<file path="config.mk">
export PLATFORM = sky130hd
export DESIGN_NAME = ram_arbiter
export DESIGN_NICKNAME = d
export VERILOG_FILES = /design/src/rtl/ram_arb_pkg.sv /design/src/rtl/ram_arb_pick.sv /design/src/rtl/ram_arbiter.sv
export SDC_FILE = /design/constraint.sdc
export NUM_CORES = 1
export LEC_CHECK = 0
export CAP_MARGIN = 20
export CORE_ASPECT_RATIO = 1.2
export CORE_UTILIZATION = 40
export DETAILED_ROUTE_END_ITERATION = 12
export PLACE_DENSITY = 0.8
export SYNTH_ARGS = -nofsm -noshare
export SYNTH_HDL_FRONTEND = slang
export SYNTH_SLANG_ARGS = --single-unit
</file>
<file path="constraint.sdc">
create_clock -name clk -period 2 [get_ports clk]
set_input_delay 0.4 -clock clk [delete_from_list [all_inputs] [get_ports clk]]
set_output_delay 0.4 -clock clk [all_outputs]
set_load 0.1 [all_outputs]
</file>
<file path="src/rtl/ram_arb_pkg.sv">
// Shared types and constants for the CPU/DMA single-port RAM arbiter.
package ram_arb_pkg;

    typedef enum logic [2:0] {
        IDLE    = 3'd0,
        ACC_CPU = 3'd1,
        ACC_DMA = 3'd2,
        RSP_CPU = 3'd3,
        RSP_DMA = 3'd4
    } state_t;

    typedef enum logic {
        REQ_CPU = 1'b0,
        REQ_DMA = 1'b1
    } req_id_t;

    // Display window; accesses here are sequenced like any other address.
    localparam logic [15:0] DISP_BASE = 16'hC000;
    localparam logic [15:0] DISP_TOP  = 16'hF000;

endpackage

</file>
<file path="src/rtl/ram_arb_pick.sv">
// Combinational winner select for the IDLE grant decision.
// RAM_ARB_RR_EN selects round-robin tie breaking; otherwise the CPU wins ties.
module ram_arb_pick
    import ram_arb_pkg::*;
(
    input  logic    i_cpu_req,
    input  logic    i_dma_req,
    input  req_id_t i_last_grant,
    input  logic    i_burst_full,
    output logic    o_gnt_vld,
    output req_id_t o_gnt_id
);

`ifdef RAM_ARB_RR_EN
    always_comb begin
        o_gnt_vld = i_cpu_req | i_dma_req;
        o_gnt_id  = REQ_CPU;
        if (!i_cpu_req)
            o_gnt_id = REQ_DMA;
        // A DMA that just used up its burst must yield to a waiting CPU.
        else if (i_dma_req && !i_burst_full)
            o_gnt_id = (i_last_grant == REQ_CPU) ? REQ_DMA : REQ_CPU;
    end
`else
    logic [1:0] w_unused_pick;
    assign w_unused_pick = {i_last_grant, i_burst_full};

    always_comb begin
        o_gnt_vld = i_cpu_req | i_dma_req;
        o_gnt_id  = i_cpu_req ? REQ_CPU : REQ_DMA;
    end
`endif

endmodule

</file>
<file path="src/rtl/ram_arbiter.sv">
// Two-requester (CPU, DMA) arbiter for a single-port RAM with DMA burst lock.
// Define RAM_ARB_RR_EN for round-robin ties; default build is fixed CPU priority.
module ram_arbiter
    import ram_arb_pkg::*;
#(
    parameter int ADDR_W    = 16,
    parameter int DATA_W    = 32,
    parameter int BURST_MAX = 4
) (
    input  logic              clk,
    input  logic              rst_n,
    input  logic              cpu_req,
    input  logic              cpu_we,
    input  logic [ADDR_W-1:0] cpu_addr,
    input  logic [DATA_W-1:0] cpu_wdata,
    output logic              cpu_ack,
    output logic [DATA_W-1:0] cpu_rdata,
    input  logic              dma_req,
    input  logic              dma_we,
    input  logic [ADDR_W-1:0] dma_addr,
    input  logic [DATA_W-1:0] dma_wdata,
    input  logic              dma_lock,
    output logic              dma_ack,
    output logic [DATA_W-1:0] dma_rdata,
    output logic [ADDR_W-1:0] ram_addr,
    output logic [DATA_W-1:0] ram_wdata,
    output logic              ram_we,
    input  logic [DATA_W-1:0] ram_rdata
);

    state_t              r_state, w_nxt;
    logic [3:0]          r_burst_cnt;
    logic                r_cpu_ack, r_dma_ack, r_ram_we;
    logic [ADDR_W-1:0]   r_ram_addr;
    logic [DATA_W-1:0]   r_ram_wdata, r_cpu_rdata, r_dma_rdata;
    logic                w_burst_full, w_gnt_vld;
    req_id_t             w_gnt_id, w_last;

    assign w_burst_full = (r_burst_cnt == 4'(BURST_MAX));

`ifdef RAM_ARB_RR_EN
    req_id_t r_last_grant;
    assign w_last = r_last_grant;

    always_ff @(posedge clk) begin
        if (!rst_n)
            r_last_grant <= REQ_DMA;
        else if (w_nxt == ACC_CPU)
            r_last_grant <= REQ_CPU;
        else if (w_nxt == ACC_DMA)
            r_last_grant <= REQ_DMA;
    end
`else
    assign w_last = REQ_DMA;
`endif

    ram_arb_pick u_pick (
        .i_cpu_req    (cpu_req),
        .i_dma_req    (dma_req),
        .i_last_grant (w_last),
        .i_burst_full (w_burst_full),
        .o_gnt_vld    (w_gnt_vld),
        .o_gnt_id     (w_gnt_id)
    );

    always_comb begin
        w_nxt = r_state;
        case (r_state)
            IDLE:    if (w_gnt_vld) w_nxt = (w_gnt_id == REQ_CPU) ? ACC_CPU : ACC_DMA;
            ACC_CPU: w_nxt = RSP_CPU;
            ACC_DMA: w_nxt = RSP_DMA;
            RSP_CPU: w_nxt = IDLE;
            RSP_DMA: w_nxt = (dma_lock && dma_req && !w_burst_full) ? ACC_DMA : IDLE;
            default: w_nxt = IDLE;
        endcase
    end

    always_ff @(posedge clk) begin
        if (!rst_n) begin
            r_state     <= IDLE;
            r_burst_cnt <= 4'd0;
            r_cpu_ack   <= 1'b0;
            r_dma_ack   <= 1'b0;
            r_ram_we    <= 1'b0;
            r_ram_addr  <= '0;
            r_ram_wdata <= '0;
            r_cpu_rdata <= '0;
            r_dma_rdata <= '0;
        end else begin
            r_state   <= w_nxt;
            r_cpu_ack <= (r_state == ACC_CPU);
            r_dma_ack <= (r_state == ACC_DMA);
            r_ram_we  <= 1'b0;
            if (w_nxt == ACC_CPU) begin
                r_ram_addr  <= cpu_addr;
                r_ram_wdata <= cpu_wdata;
                r_ram_we    <= cpu_we;
                r_burst_cnt <= 4'd0;
            end else if (w_nxt == ACC_DMA) begin
                r_ram_addr  <= dma_addr;
                r_ram_wdata <= dma_wdata;
                r_ram_we    <= dma_we;
                if (!w_burst_full)
                    r_burst_cnt <= r_burst_cnt + 4'd1;
            end else if (w_nxt == IDLE && r_state != IDLE && !dma_lock) begin
                r_burst_cnt <= 4'd0;
            end
            if (r_state == ACC_CPU) r_cpu_rdata <= ram_rdata;
            if (r_state == ACC_DMA) r_dma_rdata <= ram_rdata;
        end
    end

    // Reset cuts the write strobe immediately so an aborted access never lands.
    assign ram_we    = r_ram_we & rst_n;
    assign ram_addr  = r_ram_addr;
    assign ram_wdata = r_ram_wdata;
    assign cpu_ack   = r_cpu_ack;
    assign dma_ack   = r_dma_ack;
    assign cpu_rdata = r_cpu_rdata;
    assign dma_rdata = r_dma_rdata;

endmodule
</file>
; After elaboration in Yosys (flattened, before gate mapping)
; Index checks and enable logic that the tools add are counted.
[word_totals]
ff_bits = 122
inputBits = 135
out_inout_bits = 115
[classes]
n_addsub = 1
eq_ne = 7
n_mux = 13
n_bitwise = 3
n_reduce_logical = 13
[op_table]
columns = op, n
row1 = $mux 32, 2
row2 = $mux 16, 2
row3 = $mux 4, 3
row4 = $pmux 3 s4, 1
row5 = $eq 3x1->1 const B, 2
row6 = $eq 3x2->1 const B, 2
row7 = $logic_not 3->1, 2
row8 = $add 4x1->4 const B, 1
row9 = $eq 4x3->1 const B, 1
row10 = $logic_and 1x1->1, 4
row11 = $mux 2, 2
row12 = $reduce_bool 2->1, 2
row13 = $eq 3x3->1 const B, 1
row14 = $mux 3, 1
row15 = $reduce_bool 3->1, 1
row16 = $logic_not 1->1, 2
row17 = $mux 1, 2
row18 = $ne 2x2->1 const B, 1
row19 = $reduce_and 2->1, 1
row20 = $reduce_or 2->1, 1
row21 = $and 1x1->1, 1
row22 = $not 1->1, 1
row23 = $or 1x1->1, 1

; Logic depth before layout (Yosys ltp)
[logic_depth]
depth_word = 10
depth_mapped = 8
ltp_nobuf = 7

; By module
; From an unflattened synthesis, not the netlist that was laid out.
[hier_totals]
cells_unflattened = 609
hier_area_um2 = 4842.1
[modules_own_cells]
columns = module, n_inst, cells_per_inst, area_each_um2
row1 = ram_arbiter, 1, 607, 4832.1
row2 = ram_arb_pick, 1, 2, 10.0

; Least setup slack after synthesis
; OpenSTA, ideal clock, no wires.
[synth_timing]
path_type = register -> register
from = reg r_state[2]
to = reg r_ram_addr[0] (netlist: ram_addr[0])
arrival_time_ns = 2.313
required_ns = 1.884
setup_slack_ns = -0.429
path_stages_with_launch = 8
n_path_buf = 2
synth_period_minus_slack_ns = 2.429
path_cell_list = dfxtp_1 -> buf_4 -> nand4b_4 -> a311oi_2 -> nor2_2 -> buf_1 -> o221a_2 -> o21a_1
[synth_between]
elab_chain_cells = 4
[synth_rtl]
columns = item, line_no
row1 = from (decl), ram_arbiter.sv:31  ; state_t r_state, w_nxt;
row2 = from (signal assigned), ram_arbiter.sv:90  ; r_state <= w_nxt;
row3 = "$eq 3x3->1, or another cell as far along", ram_arbiter.sv:68  ; case (r_state)
row4 = $pmux 3 s4 *, ram_arbiter.sv:68
row5 = $eq 3x1->1 or $eq 3x2->1 (tied branches), "ram_arbiter.sv:94, ram_arbiter.sv:99"
row6 = $mux 16 or $reduce_bool 2->1 (tied branches), n/a
row7 = to (signal assigned), ram_arbiter.sv:95  ; r_ram_addr <= cpu_addr;
row8 = to (signal assigned), ram_arbiter.sv:100  ; r_ram_addr <= dma_addr;
row9 = to (decl), ram_arbiter.sv:34  ; logic [ADDR_W-1:0] r_ram_addr;
; Every way passes the cells marked *; elsewhere a longest branch is shown, timed or not.
; A chain may end at the register's enable or synchronous reset.

; Worst setup path in the final report
[layout_timing]
from = in dma_lock
to = reg r_ram_wdata[29] (netlist: ram_wdata[29])
[layout_between]
elab_chain_cells = 6
[layout_rtl]
columns = item, line_no
row1 = from (decl), ram_arbiter.sv:22  ; input logic dma_lock,
row2 = $logic_and 1x1->1 * (2 in a row), ram_arbiter.sv:73  ; RSP_DMA: w_nxt = (dma_lock && dma_req && !w_burst_full) ? ACC_DMA : IDLE;
row3 = $mux 2 *, ram_arbiter.sv:73
row4 = $pmux 3 s4 *, ram_arbiter.sv:68
row5 = $eq 3x1->1 or $eq 3x2->1 (tied branches), "ram_arbiter.sv:94, ram_arbiter.sv:99"
row6 = $mux 32 or $reduce_bool 2->1 (tied branches), n/a
row7 = to (signal assigned), ram_arbiter.sv:96  ; r_ram_wdata <= cpu_wdata;
row8 = to (signal assigned), ram_arbiter.sv:101  ; r_ram_wdata <= dma_wdata;
row9 = to (decl), ram_arbiter.sv:35  ; logic [DATA_W-1:0] r_ram_wdata, r_cpu_rdata, r_dma_rdata;
; Marked as above.

==> results_dict.tcl <==
set metrics [dict create \
    status "completed" \
    clk_pin_slew_ns 0.05 \
    critPathArrivalTime_ns 2.17 \
    synthTopCellsByArea "dfxtp_1 49%, o221a_2 11%, a21boi_0 10%" \
    max_slew.worst_pin.slew_ns 0.455 \
    postPlaceCellArea_sq_um 7400 \
    firstDrtPassIters 4 \
    area.growth.synth_to_final_pct 62.1 \
    hold_buffers 0 \
    gr-total-overflow 0 \
    ant_nets 0 \
    antenna_cells 0 \
    antenna_found_initial 0 \
    grtUsageMet1_pct 24.1 \
    path_delay_family "buffers and inverters" \
    wl_per_cell_microns 16.4 \
    fin_util_pct 66.1 \
    nets 898 \
    port_buffers 249 \
    finalSetupTns_ns 0 \
    synthesis.area_sq_um 4920 \
    ys_seq_area_share_pct 49.3 \
    cp_slowest_cell "clkdlybuf4s50_1" \
    synth_ff_type "dfxtp_1" \
    finalSetupViolCount 0 \
    wl_microns 15400 \
    synth_top_area_share_pct 49.3 \
    hpwl_microns 11000 \
    critPathRequiredTime_ns 2.29 \
    leakage_nw 3.20 \
    clock-sinks 121 \
    critPathLaunchType "primary input" \
    async_flop_share_pct 0 \
    grt_pass1_vias 4735 \
    drive_gt1_share_pct 29.9 \
    finalInstanceArea_sq_um 7970 \
    intPower_mw 5.43 \
    synth_top_cell_by_area "dfxtp_1" \
    die-height_microns 123 \
    synthCells 511 \
    route.vias.total 4830 \
    crit_start "dma_lock" \
    slew_headroom_pct 69.2 \
    synthTopCellsByCount "132 x nand2_1, 121 x dfxtp_1, 66 x a21boi_0, 48 x o21a_1, 48 x o221a_2" \
    gp_congestion 0.814 \
    path_cells "clkdlybuf4s50_1, nand4b_4, a311oi_4, buf_4, nor2_4, buf_12, o221a_2, o21a_1" \
    cap_violations 0 \
    yosysWarnings 0 \
    htree_levels 4 \
    fin_worst_skew_ns 0.00813 \
    synth-seq-cells 121 \
    vias_per_cell 5.17 \
    holdCritStartpoint "rst_n" \
    clockBufferDepth 2 \
    power-per-cell-area_nw_per_um2 1160 \
    numCtsBuffers 17 \
    synth.avg_cell_area_sq_um 9.62 \
    synth.most_common_cell "nand2_1" \
    finalCriticalPeriod_ns 1.87 \
    use_met3_pct 10.2 \
    power_switching_share_pct 41.1 \
    rows 44 \
    cts_tree "done" \
    p_comb_share_pct 38.3 \
    cp_num_buf_inv 3 \
    synth_fp_nets 648 \
    die_area_sq_um 12700 \
    finalHoldViolCount 0 \
    coreArea_sq_um 12100 \
    critPathMaxFanout 30 \
    switchingPower_mw 3.78 \
    p_seq_share_pct 30.9 \
    grt-busiest-layer "met2" \
    track_usage_pct 23.7 \
    drc 0 \
    synth_edf_count 0 \
    cts_root_buf "clkbuf_16" \
    chipWidth_microns 103 \
    crit_type "in -> reg" \
    start_util_pct 40.8 \
    min_path_type "in -> reg" \
    clockPowerShare_pct 30.8 \
    grt_max_degree 72 \
    drt_iter0_drc 146 \
    grt_first_pass_wirelength_microns 22800 \
    place_ws_ns -0.375 \
    rsz0062_at_grt "no" \
    clock.fmax_mhz 535 \
    vdd_ir_drop_max_v 0.000675 \
    end_kind "flip-flop" \
    ioPinCount 250 \
    timing.final.ws_setup_ns 0.129 \
    synth_cell_types 40 \
    rr_startpoint "r_burst_cnt[1]$_SDFFE_PP0P_" \
    slew_violations 0 \
    grtUsageMet2_pct 41.9 \
    period_share_pct 93.5 \
    cpPeakStageDelay_ns 0.53 \
    clk_latency_ns 0.41 \
]
[kinds of logic after synthesis]
family | count (synthesis) | synth area share [%]
DFF | 121 | 49.3
AOI/OAI and AO/OA | 173 | 30.2
buffers and inverters | 51 | 5.01
and+or+nand+nor | 161 | 14.5
muxes | 2 | 0.407
adders and majority gates | 2 | 0.509
xor gates and xnor gates | 1 | 0.178
[registers in the layout, summed over array words and instances, names as in the netlist]
name         cells
ram_wdata       32
ram_addr        16
dma_rdata       32
cpu_ack          1
r_burst_cnt      4
r_state          3
r_ram_we         1
cpu_rdata       32
[power by group through the flow]
| stage | combinational (mW) | sequential, mW | clock, mW |
|---|---|---|---|
| 6_report | 3.53 | 2.85 | 2.83 |
| 5_1_grt | 3.66 | 2.87 | 3.01 |
| 4_1_cts | 3.54 | 2.85 | 2.91 |
| 3_5_place_dp | 3.53 | 2.89 | 0 |
| 3_3_place_gp | 3.49 | 2.88 | 0 |
| 2_1_floorplan | 0.689 | 4.76 | 0 |
[worst paths after layout]
path,end,slack [ns],depth (start not counted)
worst max-delay path,ram_wdata[29]$_SDFFE_PN0P_,0.13,8
worst min-delay path,r_burst_cnt[1]$_SDFFE_PP0P_,0.44,3
worst max register to register,ram_wdata[29]$_SDFFE_PN0P_,0.18,8
worst min register to register,dma_rdata[21]$_SDFFE_PN0P_,0.46,2
[metrics by stage]
step,cells,hold WS (ns),power (mW)
finish,934,0.438,9.21
global route,934,0.437,9.55
CTS,933,0.416,9.30
detailed placement,902,0.456,6.43
global placement,902,0.447,6.37
floorplan,511,0.480,5.44
[cell type report]
type | count | area (sq um)
clock buffer | 21 | 460
timing repair buffer | 277 | 2500
sequential | 121 | 2430
multi-input combinational | 339 | 2270
inverter | 5 | 18.8
tap | 161 | 201
fill | 947 | 4080
clock inverter | 10 | 95.1
[worst reg2reg max path: cells and delay by family (launching register included)]
| family | cells | cell delay [ns] |
|---|---|---|
| flip-flops | 1 | 0.39 |
| AO/OA/AOI/OAI | 3 | 0.65 |
| AND/OR/NAND/NOR | 1 | 0.06 |
| buffers and inverters | 3 | 0.39 |
| adder cells (fa/ha/maj) | 1 | 0.23 |
[what timing repair did]
action / in CTS / in global routing
setup buffers: 0 / 1
resized for setup: 0 / 1
endpoints found under the setup margin: 0 / 48
[layout by cell type (no fill, tap or decap), drive strengths merged]
| master | n |
|---|---|
| a21boi | 66 |
| a21oi | 2 |
| a22o | 1 |
| a311oi | 1 |
| and2 | 4 |
| and3 | 1 |
| and4bb | 1 |
| buf | 144 |
| bufinv | 1 |
| clkbuf | 21 |
| clkdlybuf4s50 | 133 |
| clkinv | 4 |
| clkinvlp | 3 |
| dfxtp | 121 |
| ha | 2 |
| inv | 7 |
| mux2i | 2 |
| nand2 | 133 |
| nand2b | 1 |
| nand3 | 2 |
| nand4b | 1 |
| nor2 | 6 |
| nor2b | 1 |
| nor3 | 4 |
| nor3b | 1 |
| nor4 | 1 |
| nor4b | 2 |
| o2111ai | 1 |
| o21a | 48 |
| o21ai | 2 |
| o21bai | 1 |
| o221a | 48 |
| o221ai | 1 |
| o22a | 1 |
| o41ai | 1 |
| or3 | 1 |
| or3b | 1 |
| or4b | 1 |
| xnor2 | 1 |
[routing by layer]
metal,up-vias,part of all wire (%)
met1,2265,37
met2,217,49
li1,2320,-
met4,0,2.0
met5,-,0
met3,28,11
Note: power is estimated with default switching activity, not from simulation.
